===== config.mk =====
export PLATFORM = sky130hd
export DESIGN_NAME = wishbone_master_arbiter
export DESIGN_NICKNAME = d
export VERILOG_FILES = /design/src/rtl/wb_arb_pkg.sv /design/src/rtl/wb_arb_watchdog.sv /design/src/rtl/wishbone_master_arbiter.sv
export SDC_FILE = /design/constraint.sdc
export NUM_CORES = 1
export LEC_CHECK = 0
export BUFFER_PORTS_ARGS = -buffer_cell sky130_fd_sc_hd__buf_2
export CAP_MARGIN = 25
export CORE_AREA = 2 2 124 126
export CTS_BUF_LIST = sky130_fd_sc_hd__clkbuf_4 sky130_fd_sc_hd__clkbuf_8
export DETAILED_ROUTE_END_ITERATION = 10
export DIE_AREA = 0 0 126 128
export HOLD_SLACK_MARGIN = 0.12
export PLACE_DENSITY = 0.42
export RECOVER_POWER = 25
export SLEW_MARGIN = 20
export SYNTH_ARGS = -nofsm -noshare
export SYNTH_HDL_FRONTEND = slang
export SYNTH_SLANG_ARGS = --single-unit

===== constraint.sdc =====
create_clock -name clk -period 1.5 [get_ports clk]
set_clock_uncertainty 0.15 [all_clocks]
set_input_delay 0.075 -clock clk [delete_from_list [all_inputs] [get_ports clk]]
set_output_delay 0.075 -clock clk [all_outputs]
set_load 0.05 [all_outputs]

===== src/rtl/wb_arb_pkg.sv =====
// Shared definitions for the two-master Wishbone arbiter: state encoding,
// grant codes and the data word returned to a master on a watchdog abort.
package wb_arb_pkg;

    // State codes double as the one-hot grant vector (bit n = master n owns).
    typedef enum logic [1:0] {
        ST_IDLE = 2'b00,
        ST_OWN0 = 2'b01,
        ST_OWN1 = 2'b10
    } state_e;

    localparam logic [1:0] GRANT_NONE = 2'b00;
    localparam logic [1:0] GRANT_M0   = 2'b01;
    localparam logic [1:0] GRANT_M1   = 2'b10;

    // Abort read data; wide enough for any practical bus, sliced by the user.
    localparam int                      MAX_DATA_WIDTH = 256;
    localparam logic [MAX_DATA_WIDTH-1:0] TIMEOUT_DATA = '1;

endpackage


===== src/rtl/wb_arb_watchdog.sv =====
// Wait-state watchdog: counts cycles an owner strobes without an ack and
// raises a one-cycle abort after TIMEOUT_CYCLES such cycles.
module wb_arb_watchdog #(
    parameter int TIMEOUT_CYCLES = 255
) (
    input  logic clk,
    input  logic rst,
    input  logic active_i,   // owner holds cyc & stb and the bus is granted
    input  logic ack_i,      // slave ack for the current beat
    output logic abort_o     // abort cycle in progress
);

    // A zero timeout disables the watchdog; keep at least one counter bit.
    localparam int CW = (TIMEOUT_CYCLES > 0) ? $clog2(TIMEOUT_CYCLES + 1) : 1;
    localparam logic [CW-1:0] LIMIT = CW'(TIMEOUT_CYCLES);

    logic [CW-1:0] cnt_q;
    logic          abort_q;

    // Wait-state counter with saturation and the registered abort pulse.
    always_ff @(posedge clk) begin
        if (rst) begin
            cnt_q   <= '0;
            abort_q <= 1'b0;
        end else if (abort_q || !active_i || ack_i) begin
            cnt_q   <= '0;
            abort_q <= 1'b0;
        end else if (TIMEOUT_CYCLES != 0 && cnt_q == LIMIT) begin
            cnt_q   <= '0;
            abort_q <= 1'b1;
        end else begin
            abort_q <= 1'b0;
            if (cnt_q != '1) begin
                cnt_q <= cnt_q + 1'b1;
            end
        end
    end

    assign abort_o = abort_q;

endmodule


===== src/rtl/wishbone_master_arbiter.sv =====
// Two-master to one-slave Wishbone arbiter: per-cycle locked grant,
// round-robin on ties, watchdog abort of hung transfers.
module wishbone_master_arbiter
    import wb_arb_pkg::*;
#(
    parameter int ADDR_WIDTH     = 32,
    parameter int DATA_WIDTH     = 32,
    parameter int TIMEOUT_CYCLES = 255
) (
    input  logic                  clk,
    input  logic                  rst,
    input  logic                  m0_we_i,
    input  logic                  m0_cyc_i,
    input  logic                  m0_stb_i,
    input  logic [3:0]            m0_sel_i,
    input  logic [ADDR_WIDTH-1:0] m0_adr_i,
    input  logic [DATA_WIDTH-1:0] m0_dat_i,
    output logic [DATA_WIDTH-1:0] m0_dat_o,
    output logic                  m0_ack_o,
    output logic                  m0_int_o,
    input  logic                  m1_we_i,
    input  logic                  m1_cyc_i,
    input  logic                  m1_stb_i,
    input  logic [3:0]            m1_sel_i,
    input  logic [ADDR_WIDTH-1:0] m1_adr_i,
    input  logic [DATA_WIDTH-1:0] m1_dat_i,
    output logic [DATA_WIDTH-1:0] m1_dat_o,
    output logic                  m1_ack_o,
    output logic                  m1_int_o,
    output logic                  s_we_o,
    output logic                  s_cyc_o,
    output logic                  s_stb_o,
    output logic [3:0]            s_sel_o,
    output logic [ADDR_WIDTH-1:0] s_adr_o,
    output logic [DATA_WIDTH-1:0] s_dat_o,
    input  logic [DATA_WIDTH-1:0] s_dat_i,
    input  logic                  s_ack_i,
    input  logic                  s_int_i,
    output logic [1:0]            grant_o,
    output logic                  timeout_o
);

    state_e state_q;
    logic   last_owner_q;   // 1 after reset so master 0 wins the first tie
    logic   abort;

    logic   own_cyc;
    logic   own_stb;
    logic   own_ack;
    logic [DATA_WIDTH-1:0] own_dat;

    // Ownership FSM: grant held for the whole cyc, handover without a bubble.
    always_ff @(posedge clk) begin
        if (rst) begin
            state_q      <= ST_IDLE;
            last_owner_q <= 1'b1;
        end else begin
            unique case (state_q)
                ST_IDLE: begin
                    if (m0_cyc_i && m1_cyc_i) begin
                        state_q <= last_owner_q ? ST_OWN0 : ST_OWN1;
                    end else if (m0_cyc_i) begin
                        state_q <= ST_OWN0;
                    end else if (m1_cyc_i) begin
                        state_q <= ST_OWN1;
                    end
                end
                ST_OWN0: begin
                    if (!m0_cyc_i) begin
                        last_owner_q <= 1'b0;
                        state_q      <= m1_cyc_i ? ST_OWN1 : ST_IDLE;
                    end
                end
                ST_OWN1: begin
                    if (!m1_cyc_i) begin
                        last_owner_q <= 1'b1;
                        state_q      <= m0_cyc_i ? ST_OWN0 : ST_IDLE;
                    end
                end
                default: state_q <= ST_IDLE;
            endcase
        end
    end

    // Route the owner's request to the slave port; idle drives zeros.
    always_comb begin
        own_cyc = 1'b0;
        own_stb = 1'b0;
        s_we_o  = 1'b0;
        s_sel_o = '0;
        s_adr_o = '0;
        s_dat_o = '0;
        if (state_q == ST_OWN0) begin
            own_cyc = m0_cyc_i;
            own_stb = m0_stb_i;
            s_we_o  = m0_we_i;
            s_sel_o = m0_sel_i;
            s_adr_o = m0_adr_i;
            s_dat_o = m0_dat_i;
        end else if (state_q == ST_OWN1) begin
            own_cyc = m1_cyc_i;
            own_stb = m1_stb_i;
            s_we_o  = m1_we_i;
            s_sel_o = m1_sel_i;
            s_adr_o = m1_adr_i;
            s_dat_o = m1_dat_i;
        end
    end

    // The abort cycle masks the slave handshake and substitutes its own reply.
    assign s_cyc_o = own_cyc & ~abort;
    assign s_stb_o = own_stb & ~abort;
    assign own_ack = abort ? 1'b1 : s_ack_i;
    assign own_dat = abort ? TIMEOUT_DATA[DATA_WIDTH-1:0] : s_dat_i;

    assign m0_ack_o = (state_q == ST_OWN0) ? own_ack : 1'b0;
    assign m0_dat_o = (state_q == ST_OWN0) ? own_dat : '0;
    assign m1_ack_o = (state_q == ST_OWN1) ? own_ack : 1'b0;
    assign m1_dat_o = (state_q == ST_OWN1) ? own_dat : '0;

    assign m0_int_o  = s_int_i;
    assign m1_int_o  = s_int_i;
    assign grant_o   = state_q;
    assign timeout_o = abort;

    wb_arb_watchdog #(
        .TIMEOUT_CYCLES (TIMEOUT_CYCLES)
    ) u_watchdog (
        .clk      (clk),
        .rst      (rst),
        .active_i ((state_q != ST_IDLE) & own_cyc & own_stb),
        .ack_i    (s_ack_i),
        .abort_o  (abort)
    );

endmodule


# Yosys cells after proc, flatten, opt, wreduce, memory -nomap -nowiden
# Cells that the tools add are included.
word_totals:
  latchBits: 0
  memories: 0
  output_inout_bits: 142
  input_bits: 178
  ramBits: 0
  rom_bits: 0
  reg_bits: 12
classes:
  n_eq_ne: 7
  div: 0
  muxes: 31
  multipliers: 0
  n_shift: 0
  n_bitwise: 5
  addsub: 1
  order_cmp: 0
  reduce_logical: 11
op_table:
  columns: ["operator", "n"]
  rows:
  - ["$mux 32", 7]
  - ["$mux 2", 7]
  - ["$mux 1", 13]
  - ["$add 8x1->8 const B", 1]
  - ["$eq 8x8->1 const B", 1]
  - ["$mux 4", 2]
  - ["$ne 8x8->1 const B", 1]
  - ["$pmux 2 s3", 1]
  - ["$reduce_and 3->1", 2]
  - ["$and 1x1->1", 4]
  - ["$ne 2x2->1 const B", 2]
  - ["$ne 4x4->1 const B", 1]
  - ["$reduce_bool 2->1", 2]
  - ["$reduce_or 3->1", 1]
  - ["$eq 2x1->1 const B", 1]
  - ["$eq 2x2->1 const B", 1]
  - ["$logic_not 2->1", 1]
  - ["$logic_or 1x1->1", 2]
  - ["$pmux 1 s2", 1]
  - ["$reduce_or 2->1", 1]
  - ["$logic_and 1x1->1", 1]
  - ["$logic_not 1->1", 1]
  - ["$not 1->1", 1]

# Depth between registers and ports, before layout
# Gate-level depths: netlist of the first run.
logic_depth:
  ltp_word: 9
  depth_mapped: 6

# By module
# From an unflattened synthesis of the first run, not the netlist that was laid out.
unflattened:
  hier_cells: 270
  hier_area_um2: 1806.7
by_module_without_submodules:
  columns: ["module", "seq_area_each_um2", "n_inst", "cells_per_inst", "area_each_um2"]
  rows:
  - ["wishbone_master_arbiter", 60.1, 1, 227, 1408.9]
  - ["wb_arb_watchdog", 180.2, 1, 43, 397.9]

# Worst setup path after synthesis of the first run
# Ideal clock, no wire load.
synth_path:
  path_type: "register -> output"
  start: "register state_q[1] (netlist: grant_o[1])"
  end: "output s_stb_o"
  path_buffers: 3
  path_stages_with_launch: 7
  t_required_ns: 1.275
  setup_slack_ns: -0.947
  t_arrival_ns: 2.222
  cell_sequence: "dfxtp_1 buf_6 nor2b_1 clkbuf_1 clkbuf_1 a22oi_1 nor2_1"
synth_between:
  elab_chain_cells: 4
  word_cells_on_any_way: 5
synth_lines:
  columns: ["item", "line", "rtl"]
  rows:
  - ["start, declared", "wishbone_master_arbiter.sv:43", "state_e state_q;"]
  - ["start signal, assigned", "wishbone_master_arbiter.sv:61", "state_q <= last_owner_q ? ST_OWN0 : ST_OWN1;"]
  - ["start signal, assigned", "wishbone_master_arbiter.sv:71", "state_q <= m1_cyc_i ? ST_OWN1 : ST_IDLE;"]
  - ["start signal, assigned", "wishbone_master_arbiter.sv:77", "state_q <= m0_cyc_i ? ST_OWN0 : ST_IDLE;"]
  - ["$eq 2x2->1", "wishbone_master_arbiter.sv:100", "end else if (state_q == ST_OWN1) begin"]
  - ["$mux 1", "wishbone_master_arbiter.sv:100", null]
  - ["$mux 1 (*)", "wishbone_master_arbiter.sv:93", "if (state_q == ST_OWN0) begin"]
  - ["$and 1x1->1 (*)", "wishbone_master_arbiter.sv:112", "assign s_stb_o = own_stb & ~abort;"]
  - ["end, declared", "wishbone_master_arbiter.sv:32", "output logic s_stb_o,"]
# Mark *: on every way between the ends. The rest lies on a longest branch, timed or not.

# Final worst setup path of the first run
layout_path:
  start: "register state_q[1] (netlist: grant_o[1])"
  end: "output s_adr_o[9]"
layout_between:
  elab_chain_cells: 3
  word_cells_on_any_way: 4
layout_lines:
  columns: ["item", "line", "rtl"]
  rows:
  - ["$eq 2x2->1", "wishbone_master_arbiter.sv:100", null]
  - ["$mux 32", "wishbone_master_arbiter.sv:100", null]
  - ["$mux 32 (*)", "wishbone_master_arbiter.sv:93", null]
  - ["end, declared", "wishbone_master_arbiter.sv:34", "output logic [ADDR_WIDTH-1:0] s_adr_o,"]
# Marked as above.

==> flow_metrics.env, run 1 <==
export IMPL_cts_tree="built"
export IMPL_die_y_um=128
export IMPL_setup_viol=146
export IMPL_drv_slew=0
export IMPL_synth_edf_count=0
export IMPL_drc=0
export IMPL_die_x_um=126
export IMPL_required_ns=1.27
export IMPL_hold_violations=0
export IMPL_r2r_start="grant_o[1]"
export IMPL_startpoint_type="flip-flop"
export IMPL_dpl_hpwl_um=9520
export IMPL_filler_cell_count=1402
export IMPL_pwr_share_comb=0.805
export IMPL_timing_rr_end="u_watchdog.cnt_q[7]"
export IMPL_critPathCaptureType="primary output"
export IMPL_clk_latency_ns=0.24
export IMPL_p_per_area_mw_per_mm2=508
export IMPL_clockBufferDepth=2
export IMPL_cts_root_buf="clkbuf_8"
export IMPL_syn_area_per_cell_um2=6.47
export IMPL_cts_sinks=12
export IMPL_htreeDepth=1
export IMPL_vdd_drop_max_mv=0.477
export IMPL_leakage_nw=3.08
export IMPL_arrival_ns=1.54
export IMPL_syn_area_mm2=0.00170
export IMPL_setup_tns_ns=-29.03
export IMPL_rsz0062_at_grt="yes"
export IMPL_viasPerCell=4.33
export IMPL_failed_checks="negative setup slack"
export IMPL_fin_nets=781
export IMPL_switching_share=0.494
export IMPL_relSlewSlack=0.344
export IMPL_timing_final_ws_setup_ns=-0.264
export IMPL_antenna_found_initial=0
export IMPL_cp_max_fo=19
export IMPL_port_buffer_count=316
export IMPL_io_pin_count=320
export IMPL_multi_input_area_mm2=0.00250
export IMPL_grt_pass1_vias=3547
export IMPL_ys_ff_latch=12
export IMPL_criticalPathCategory="flip-flop to primary output"
export IMPL_start_util=0.115
export IMPL_seq_area_um2=251
export IMPL_p_switching_mw=1.60
export IMPL_status="finished with violations"
export IMPL_mostFrequentLayoutCell="buf_2"
export IMPL_grt_pass1_wl_um=18900
export IMPL_p_clk_frac=0.092
export IMPL_ant_nets=0
export IMPL_endpoint="s_adr_o[9]"
export IMPL_top_usage_layer="met2"
export IMPL_grt_max_degree=20
export IMPL_drt_wl_total_um=12800
export IMPL_drt_initial_drc_count=63
export IMPL_final_cell_mix="buf_2 (180), buf_6 (116), a22o_4 (69), nor2_4 (68), nor2_1 (36)"
export IMPL_cts_made_buffers=3
export IMPL_met3_usage=0.0167
export IMPL_rows=45
export IMPL_grt_met2_usage=0.286
export IMPL_synth_nets=442
export IMPL_synth_main_ff_cell="dfxtp_1"
export IMPL_fmax_ghz=0.567
export IMPL_drv_cap=0
export IMPL_core_area_mm2=0.0149
export IMPL_tightest_slew_ns=0.981
export IMPL_clk_pin_slew_ns=0.05
export IMPL_gp_congestion=0.845
export IMPL_wl_per_cell_um=16.2
export IMPL_p_int_mw=1.64
export IMPL_r2r_setup_slack_ns=-0.11
export IMPL_synth_cells=263
export IMPL_area_growth_pct=276
export IMPL_period_share=1.18
export IMPL_diodes=0
export IMPL_ys_async_sr_fraction=0
export IMPL_grt_overflow_total=0
export IMPL_firstDrtPassIters=4
export IMPL_gr_usage_met1=0.167
export IMPL_min_path_type="input port to flip-flop"
export IMPL_crit_start="grant_o[1]"
export IMPL_ys_types=32
export IMPL_yosysWarningCount=0
export IMPL_min_period_ns=1.76
export IMPL_pre_cts_ws_ns=-0.0751
export IMPL_drive_above_1_share=0.869
export IMPL_p_seq_frac=0.103
export IMPL_reg2reg_depth=6
export IMPL_num_vias=3419
export IMPL_fin_hold_ws_ns=0.125
export IMPL_seq_area_frac_synth=0.141
export IMPL_grtUsageTotal=0.143
export IMPL_die_area_mm2=0.0161
## worst max-delay path, stage by stage (launching register included)
cell	delay, ns
dfxtp_4	0.37
and2b_4	0.22
buf_12	0.13
buf_12	0.15
a22o_4	0.26
buf_6	0.15
## flip-flops by register name (all words and copies together) (netlist names)
| register | flops |
|---|---|
| grant_o | 2 |
| last_owner_q | 1 |
| u_watchdog.abort_o | 1 |
| u_watchdog.cnt_q | 8 |
## through the flow
step / instance area [µm²] / power, mW / instances / util
6_report: 6400 / 3.25 / 789 / 0.430
5_1_grt: 6400 / 3.37 / 789 / 0.430
4_1_cts: 6240 / 3.21 / 785 / 0.420
3_5_place_dp: 4940 / 2.42 / 761 / 0.332
3_3_place_gp: 4940 / 2.41 / 761 / 0.332
2_1_floorplan: 3140 / 1.91 / 263 / -
## how the worst min path moves through the flow
stage / to / slack (ns) / cells past startpoint / from
floorplan: last_owner_q / 0.03 / 1 / rst
global placement: m0_int_o / 0.0005 / 0 / s_int_i
detailed placement: m0_int_o / 0.0005 / 0 / s_int_i
CTS: u_watchdog.abort_o / 0.13 / 4 / s_ack_i
global route: u_watchdog.abort_o / 0.16 / 4 / s_ack_i
finish: u_watchdog.abort_o / 0.13 / 4 / s_ack_i
## power groups by stage
stage	Combinational (mW)	Clock [mW]	Sequential, mW
floorplan	1.56	0	0.348
global route	2.72	0.320	0.336
CTS	2.57	0.306	0.334
detailed placement	2.08	0	0.341
finish	2.62	0.298	0.334
global placement	2.07	0	0.340
## cell type report
| cell class | instances | share of cell area |
|---|---|---|
| clock inverter | 1 | 0.000587 |
| timing repair buffer | 367 | 0.526 |
| sequential | 12 | 0.0393 |
| multi-input combinational | 217 | 0.391 |
| inverter | 1 | 0.000587 |
| clock buffer | 3 | 0.00645 |
| tap | 188 | 0.0368 |
## cells in the mapped netlist (3+ instances only)
library cell,instances,area (µm²)
a22o_1,69,604
dfxtp_1,12,240
buf_6,3,33.8
clkbuf_1,27,101
nand3_1,3,15.0
o21ai_0,3,15.0
or3_1,3,18.8
nor2_1,105,394
nor3_1,5,25.0
## cells by family (layout without fill, tap and decap cells)
family	count (synthesis)	count (layout)	synth area share
adders and majority gates	1	1	0.00735
buffers and inverters	34	372	0.0933
xor gates and xnor gates	3	3	0.0154
DFF	12	12	0.141
AOI/OAI and AO/OA	82	82	0.406
and+or+nand+nor	131	131	0.337
## timing repair
item | 4_1_cts | 5_1_grt
pin swaps | 9 | 3
hold endpoints to repair | 5 | 0
setup buffers | 8 | 3
resized for setup | 289 | 24
endpoints found under the setup margin | 141 | 146
cloned | 8 | 2
hold buffers | 4 | 0
## metal layers
metal | part of all wire | vias up
met4 | 0.010 | 0
met2 | 0.56 | 133
met3 | 0.047 | 12
li1 | - | 1635
met1 | 0.38 | 1639
met5 | 0 | -
Power figures use the tool's default switching activity.
==> run 2: changes to the inputs <==
CTS_BUF_LIST = default   (was sky130_fd_sc_hd__clkbuf_4 sky130_fd_sc_hd__clkbuf_8)
SKIP_LAST_GASP = 1   (was default)
==> run 2 against run 1 <==
Against the previous run:
- critical path depth stayed put
- clock power increased by 60%
- routed wire length shrank 0.15%
- largest cell class unchanged
- fmax up 0.43%
- sequential share of layout area about the same
- critical endpoint unchanged
- via count shrank 0.38%
- power up 5.5%
- utilization increased by 0.23 points
- the run still ends with negative setup slack left
- flip-flop and latch count unchanged
- critical path type unchanged
==> flow_metrics.env, run 2 (synthesis gave the netlist of run 1 again) <==
export IMPL_status="finished with violations"
export IMPL_failed_checks="negative setup slack"
export IMPL_drc=0
export IMPL_clk_latency_ns=0.23
export IMPL_min_path_type="input port to flip-flop"
export IMPL_ant_nets=0
export IMPL_cts_made_buffers=3
export IMPL_clk_pin_slew_ns=0.04
export IMPL_dpl_hpwl_um=9520
export IMPL_drive_above_1_share=0.869
export IMPL_mostFrequentLayoutCell="buf_2"
export IMPL_slowest_delay_ns=0.37
export IMPL_drt_wl_total_um=12800
export IMPL_cp_num_cells=5
export IMPL_grt_max_degree=20
export IMPL_setup_tns_ns=-27.72
export IMPL_fin_hold_ws_ns=0.130
export IMPL_gp_congestion=0.845
export IMPL_cp_max_fo=19
export IMPL_reg2reg_depth=6
export IMPL_grt_pass1_wl_um=18800
export IMPL_htreeDepth=1
export IMPL_required_ns=1.27
export IMPL_min_period_ns=1.76
export IMPL_cts_sinks=12
export IMPL_grtUsageTotal=0.143
export IMPL_arrival_ns=1.53
export IMPL_port_buffer_count=316
export IMPL_diodes=0
export IMPL_vdd_drop_max_mv=1.04
export IMPL_criticalPathCategory="flip-flop to primary output"
export IMPL_grt_pass1_vias=3530
export IMPL_critPathCaptureType="primary output"
export IMPL_grt_overflow_total=0
export IMPL_p_per_area_mw_per_mm2=533
export IMPL_cts_tree="built"
export IMPL_area_growth_pct=278
export IMPL_viasPerCell=4.32
export IMPL_period_share=1.17
export IMPL_clockBufferDepth=2
export IMPL_firstDrtPassIters=4
export IMPL_core_area_mm2=0.0149
export IMPL_startpoint_type="flip-flop"
export IMPL_drv_slew=0
export IMPL_setup_viol=146
export IMPL_regMostFlops="u_watchdog.cnt_q"
export IMPL_leakage_nw=3.09
export IMPL_antenna_found_initial=0
export IMPL_rsz0062_at_grt="yes"
export IMPL_die_area_mm2=0.0161
export IMPL_min_path_cells=4
export IMPL_die_y_um=128
export IMPL_drt_initial_drc_count=78
export IMPL_relSlewSlack=0.344
export IMPL_cts_root_buf="clkbuf_16"
export IMPL_wl_per_cell_um=16.2
export IMPL_filler_cell_count=1399
export IMPL_crit_slowest_cell="dfxtp_4"
export IMPL_largest_reg_flops=8
export IMPL_crit_chain="and2b_4 -> buf_12 -> buf_12 -> a22o_4 -> buf_6"
export IMPL_drv_cap=0
export IMPL_rows=45
export IMPL_path_delay_family="buffers and inverters"
export IMPL_die_x_um=126
export IMPL_start_util=0.115
export IMPL_fin_nets=781
export IMPL_timing_final_ws_setup_ns=-0.257
export IMPL_num_vias=3406
export IMPL_io_pin_count=320
export IMPL_tightest_slew_ns=0.981
export IMPL_fmax_ghz=0.569
export IMPL_hold_violations=0
export IMPL_final_cell_mix="buf_2 (180), buf_6 (116), a22o_4 (69), nor2_4 (68), nor2_1 (36)"
export IMPL_crit_top_cell="buf_12"
export IMPL_path_buf_inv=3
[run 2: cell counts in the layout (fill, tap and decap cells not counted)]
No cell type changed its count.
[run 2: area by class of cell]
type,count,area (µm²),share of cell area
sequential,12,251,0.0391
clock inverter,1,3.75,0.000584
inverter,1,3.75,0.000584
timing repair buffer,367,3360,0.523
clock buffer,3,75.1,0.0117
multi-input combinational,217,2500,0.389
tap,188,235,0.0366
[run 2: repair_timing]
item,in CTS,in global routing
setup buffers,8,3
setup endpoints to repair,140,146
gates resized for setup,289,24
endpoints found under the hold margin,5,0
cloned,8,2
hold buffers,4,0
pin swaps,9,3
[run 2: final timing paths]
check,endpoint,from,slack [ns]
setup / recovery,s_adr_o[9],grant_o[1],-0.26
setup reg to reg,u_watchdog.cnt_q[7],grant_o[1],-0.11
hold reg to reg,u_watchdog.cnt_q[7],u_watchdog.cnt_q[7],0.37
hold / removal,u_watchdog.abort_o,s_ack_i,0.13
[run 2: through the flow]
step                cell area, µm²  total power [mW]  worst slack [ns]  std cells   util
floorplan                     3140              1.91            -0.342        263      -
global placement              4940              2.41           -0.0554        761  0.332
detailed placement            4940              2.42           -0.0751        761  0.332
CTS                           6270              3.40            -0.262        785  0.422
global route                  6430              3.57            -0.287        789  0.433
finish                        6430              3.43            -0.257        789  0.433
[run 2: power by group]
| part | internal, mW | switching (mW) |
|---|---|---|
| Sequential | 0.324 | 0.0108 |
| Clock | 0.350 | 0.128 |
| Combinational | 1.14 | 1.47 |
| Total | 1.81 | 1.61 |
[run 2: worst reg2reg max path, delay by kind of cell, from the launching register on]
kind                   cells  cell delay (ns)
and+or+nand+nor            1             0.11
DFF                        1             0.37
AOI/OAI and AO/OA          2             0.53
buffers and inverters      3             0.38
[run 2: layer usage]
layer | part of all wire | track usage
met1 | 0.38 | 0.168
met2 | 0.56 | 0.286
met3 | 0.046 | 0.0167
met4 | 0.0096 | 0.0162
met5 | 0 | 0
==> run 3: changes to the inputs <==
CORE_AREA = 2 2 125 127   (was 2 2 124 126)
DIE_AREA = 0 0 127 129   (was 0 0 126 128)
SLEW_MARGIN = default   (was 20)
SYNTH_HIERARCHICAL = 1   (was default)
==> run 3 against run 2 <==
Against the previous run:
- via count grew 3.8%
- area after synthesis grew 6.1%
- fmax is essentially flat
- combinational power grew 8.8%
- the flow still finishes with violations (negative setup slack)
- sequential share of layout area shrank 0.069 points
- clock power grew 1%
- register-to-register slack lost 0.02 ns
- first-iteration DRC count grew 13%
==> flow_metrics.env, run 3 <==
export IMPL_status="finished with violations"
export IMPL_failed_checks="negative setup slack"
export IMPL_synth_area_leaders="a22o_1 (33%), nor2_1 (22%), dfxtp_1 (13%), buf_6 (6.2%), buf_4 (4.2%)"
export IMPL_r2r_setup_slack_ns=-0.13
export IMPL_syn_area_mm2=0.00181
export IMPL_port_buffer_count=316
export IMPL_setup_viol=142
export IMPL_grtUsageTotal=0.163
export IMPL_cp_max_fo=7
export IMPL_finalPower_mw=3.66
export IMPL_mostFrequentLayoutCell="buf_2"
export IMPL_filler_cell_count=1398
export IMPL_die_x_um=127
export IMPL_fin_nets=796
export IMPL_arrival_ns=1.53
export IMPL_period_share=1.17
export IMPL_cts_made_buffers=3
export IMPL_cts_root_buf="clkbuf_16"
export IMPL_diodes=0
export IMPL_drv_cap=0
export IMPL_drc=0
export IMPL_ys_async_sr_fraction=0
export IMPL_instances_no_fill=804
export IMPL_min_path_type="input port to flip-flop"
export IMPL_p_switching_mw=1.74
export IMPL_clockBufferDepth=2
export IMPL_place_area_mm2=0.00500
export IMPL_postLayoutCellArea_mm2=0.00655
export IMPL_clk_latency_ns=0.24
export IMPL_timing_final_ws_setup_ns=-0.255
export IMPL_seq_area_frac_synth=0.133
export IMPL_htreeDepth=1
export IMPL_grt_overflow_total=0
export IMPL_regMostFlops="u_watchdog/cnt_q"
export IMPL_num_vias=3534
export IMPL_dp_cells=770
export IMPL_start_util=0.121
export IMPL_gp_congestion=0.755
export IMPL_setup_tns_ns=-22.65
export IMPL_synthMostInstantiatedCell="nor2_1"
export IMPL_yosysWarningCount=6
export IMPL_min_path_cells=5
export IMPL_die_y_um=129
export IMPL_largest_reg_flops=8
export IMPL_wl_per_cell_um=18.4
export IMPL_leakage_nw=3.10
export IMPL_dpl_hpwl_um=10800
export IMPL_pre_cts_ws_ns=-0.0802
export IMPL_die_area_mm2=0.0164
export IMPL_rsz0062_at_grt="yes"
export IMPL_grt_max_degree=18
export IMPL_critPathCaptureType="primary output"
export IMPL_min_period_ns=1.76
export IMPL_required_ns=1.27
export IMPL_synth_cells=270
export IMPL_drt_initial_drc_count=88
export IMPL_hold_path_startpoint="m1_stb_i"
export IMPL_synthTopCellsByCount="nor2_1 (107), a22o_1 (69), dfxtp_1 (12)"
export IMPL_area_growth_pct=262
export IMPL_core_area_mm2=0.0150
export IMPL_criticalPathCategory="flip-flop to primary output"
export IMPL_viasPerCell=4.40
export IMPL_yosysTopAreaCell="a22o_1"
export IMPL_grt_pass1_vias=3646
export IMPL_relSlewSlack=0.230
export IMPL_synth_edf_count=0
export IMPL_ys_types=33
export IMPL_switching_share=0.475
export IMPL_firstDrtPassIters=6
export IMPL_vdd_drop_max_mv=0.460
export IMPL_cts_sinks=12
export IMPL_r2r_start="grant_o[0]"
export IMPL_timing_rr_end="u_watchdog/cnt_q[3]"
export IMPL_grt_pass1_wl_um=21100
export IMPL_p_clk_frac=0.132
export IMPL_min_to="u_watchdog/cnt_q[4]"
export IMPL_tightest_slew_ns=1.16
export IMPL_p_int_mw=1.92
export IMPL_ant_nets=0
export IMPL_drv_slew=0
export IMPL_synth_top_area_frac=0.334
export IMPL_startpoint_type="flip-flop"
export IMPL_p_per_area_mw_per_mm2=558
export IMPL_p_seq_frac=0.091
export IMPL_reg2reg_depth=6
export IMPL_syn_area_per_cell_um2=6.69
export IMPL_fmax_ghz=0.570
export IMPL_antenna_found_initial=0
export IMPL_final_cell_mix="buf_2 (179), nor2_4 (68), a22o_4 (63), buf_6 (63), buf_4 (52)"
export IMPL_clk_pin_slew_ns=0.04
export IMPL_ys_ff_latch=12
export IMPL_hold_violations=0
export IMPL_rows=45
export IMPL_cts_tree="built"
export IMPL_io_pin_count=320
export IMPL_synth_nets=449
export IMPL_drt_wl_total_um=14800
export IMPL_synth_main_ff_cell="dfxtp_1"
export IMPL_pwr_share_comb=0.776
export IMPL_drive_above_1_share=0.898
-- run 3: logic make-up after synthesis --
group	share of synthesized area
XOR/XNOR	0.00970
flip-flops	0.133
AO/OA/AOI/OAI	0.389
buffers and inverters	0.138
adder cells (fa/ha/maj)	0.00692
AND/OR/NAND/NOR	0.323
-- run 3: timing repair --
item,CTS,global route
hold buffers,5,0
pin swaps,28,7
setup buffers,14,2
hold endpoints to repair,14,0
gates cloned,8,2
gates resized for setup,280,36
endpoints found under the setup margin,143,148
-- run 3: metrics by stage --
| step | hold slack, ns | util |
|---|---|---|
| 2_1_floorplan | 0.0776 | - |
| 3_3_place_gp | 0.000529 | 0.334 |
| 3_5_place_dp | 0.000529 | 0.334 |
| 4_1_cts | 0.263 | 0.427 |
| 5_1_grt | 0.263 | 0.437 |
| 6_report | 0.239 | 0.437 |
-- run 3: worst max-delay path by stage --
| stage | slack (ns) | endpoint | from |
|---|---|---|---|
| after detailed placement | -0.08 | s_dat_o[19] | grant_o[1] |
| after floorplan | -0.13 | u_watchdog/cnt_q[3] | grant_o[0] |
| final | -0.26 | s_dat_o[16] | grant_o[1] |
| after CTS | -0.28 | s_dat_o[3] | grant_o[1] |
| after global routing | -0.29 | s_dat_o[21] | grant_o[1] |
| after global placement | -0.06 | u_watchdog/cnt_q[3] | grant_o[0] |
-- run 3: final cells by class --
class,instances,area (µm²),share of cell area
inverters,4,15.0,0.00229
repair buffers,373,3430,0.524
multi-input cells,223,2530,0.387
clock inverters,1,3.75,0.000573
well taps,188,235,0.0359
flip-flops and latches,12,251,0.0384
clock buffers,3,75.1,0.0115
-- run 3: per-layer routing --
layer	share of wire	global-route usage
met1	0.36	0.186
met2	0.53	0.311
met3	0.081	0.0316
met4	0.028	0.0414
met5	0	0
-- run 3: power by group through the flow --
stage | sequential, mW | combinational (mW) | clock, mW
2_1_floorplan | 0.350 | 1.56 | 0
3_3_place_gp | 0.343 | 2.30 | 0
3_5_place_dp | 0.345 | 2.30 | 0
4_1_cts | 0.334 | 2.81 | 0.493
5_1_grt | 0.336 | 2.94 | 0.502
6_report | 0.334 | 2.84 | 0.483
-- run 3: critical path, cell delays in order (launching register included) --
cell	delay, ns
dfxtp_4	0.36
and2b_4	0.24
buf_12	0.15
buf_16	0.14
a22o_4	0.25
buf_12	0.14
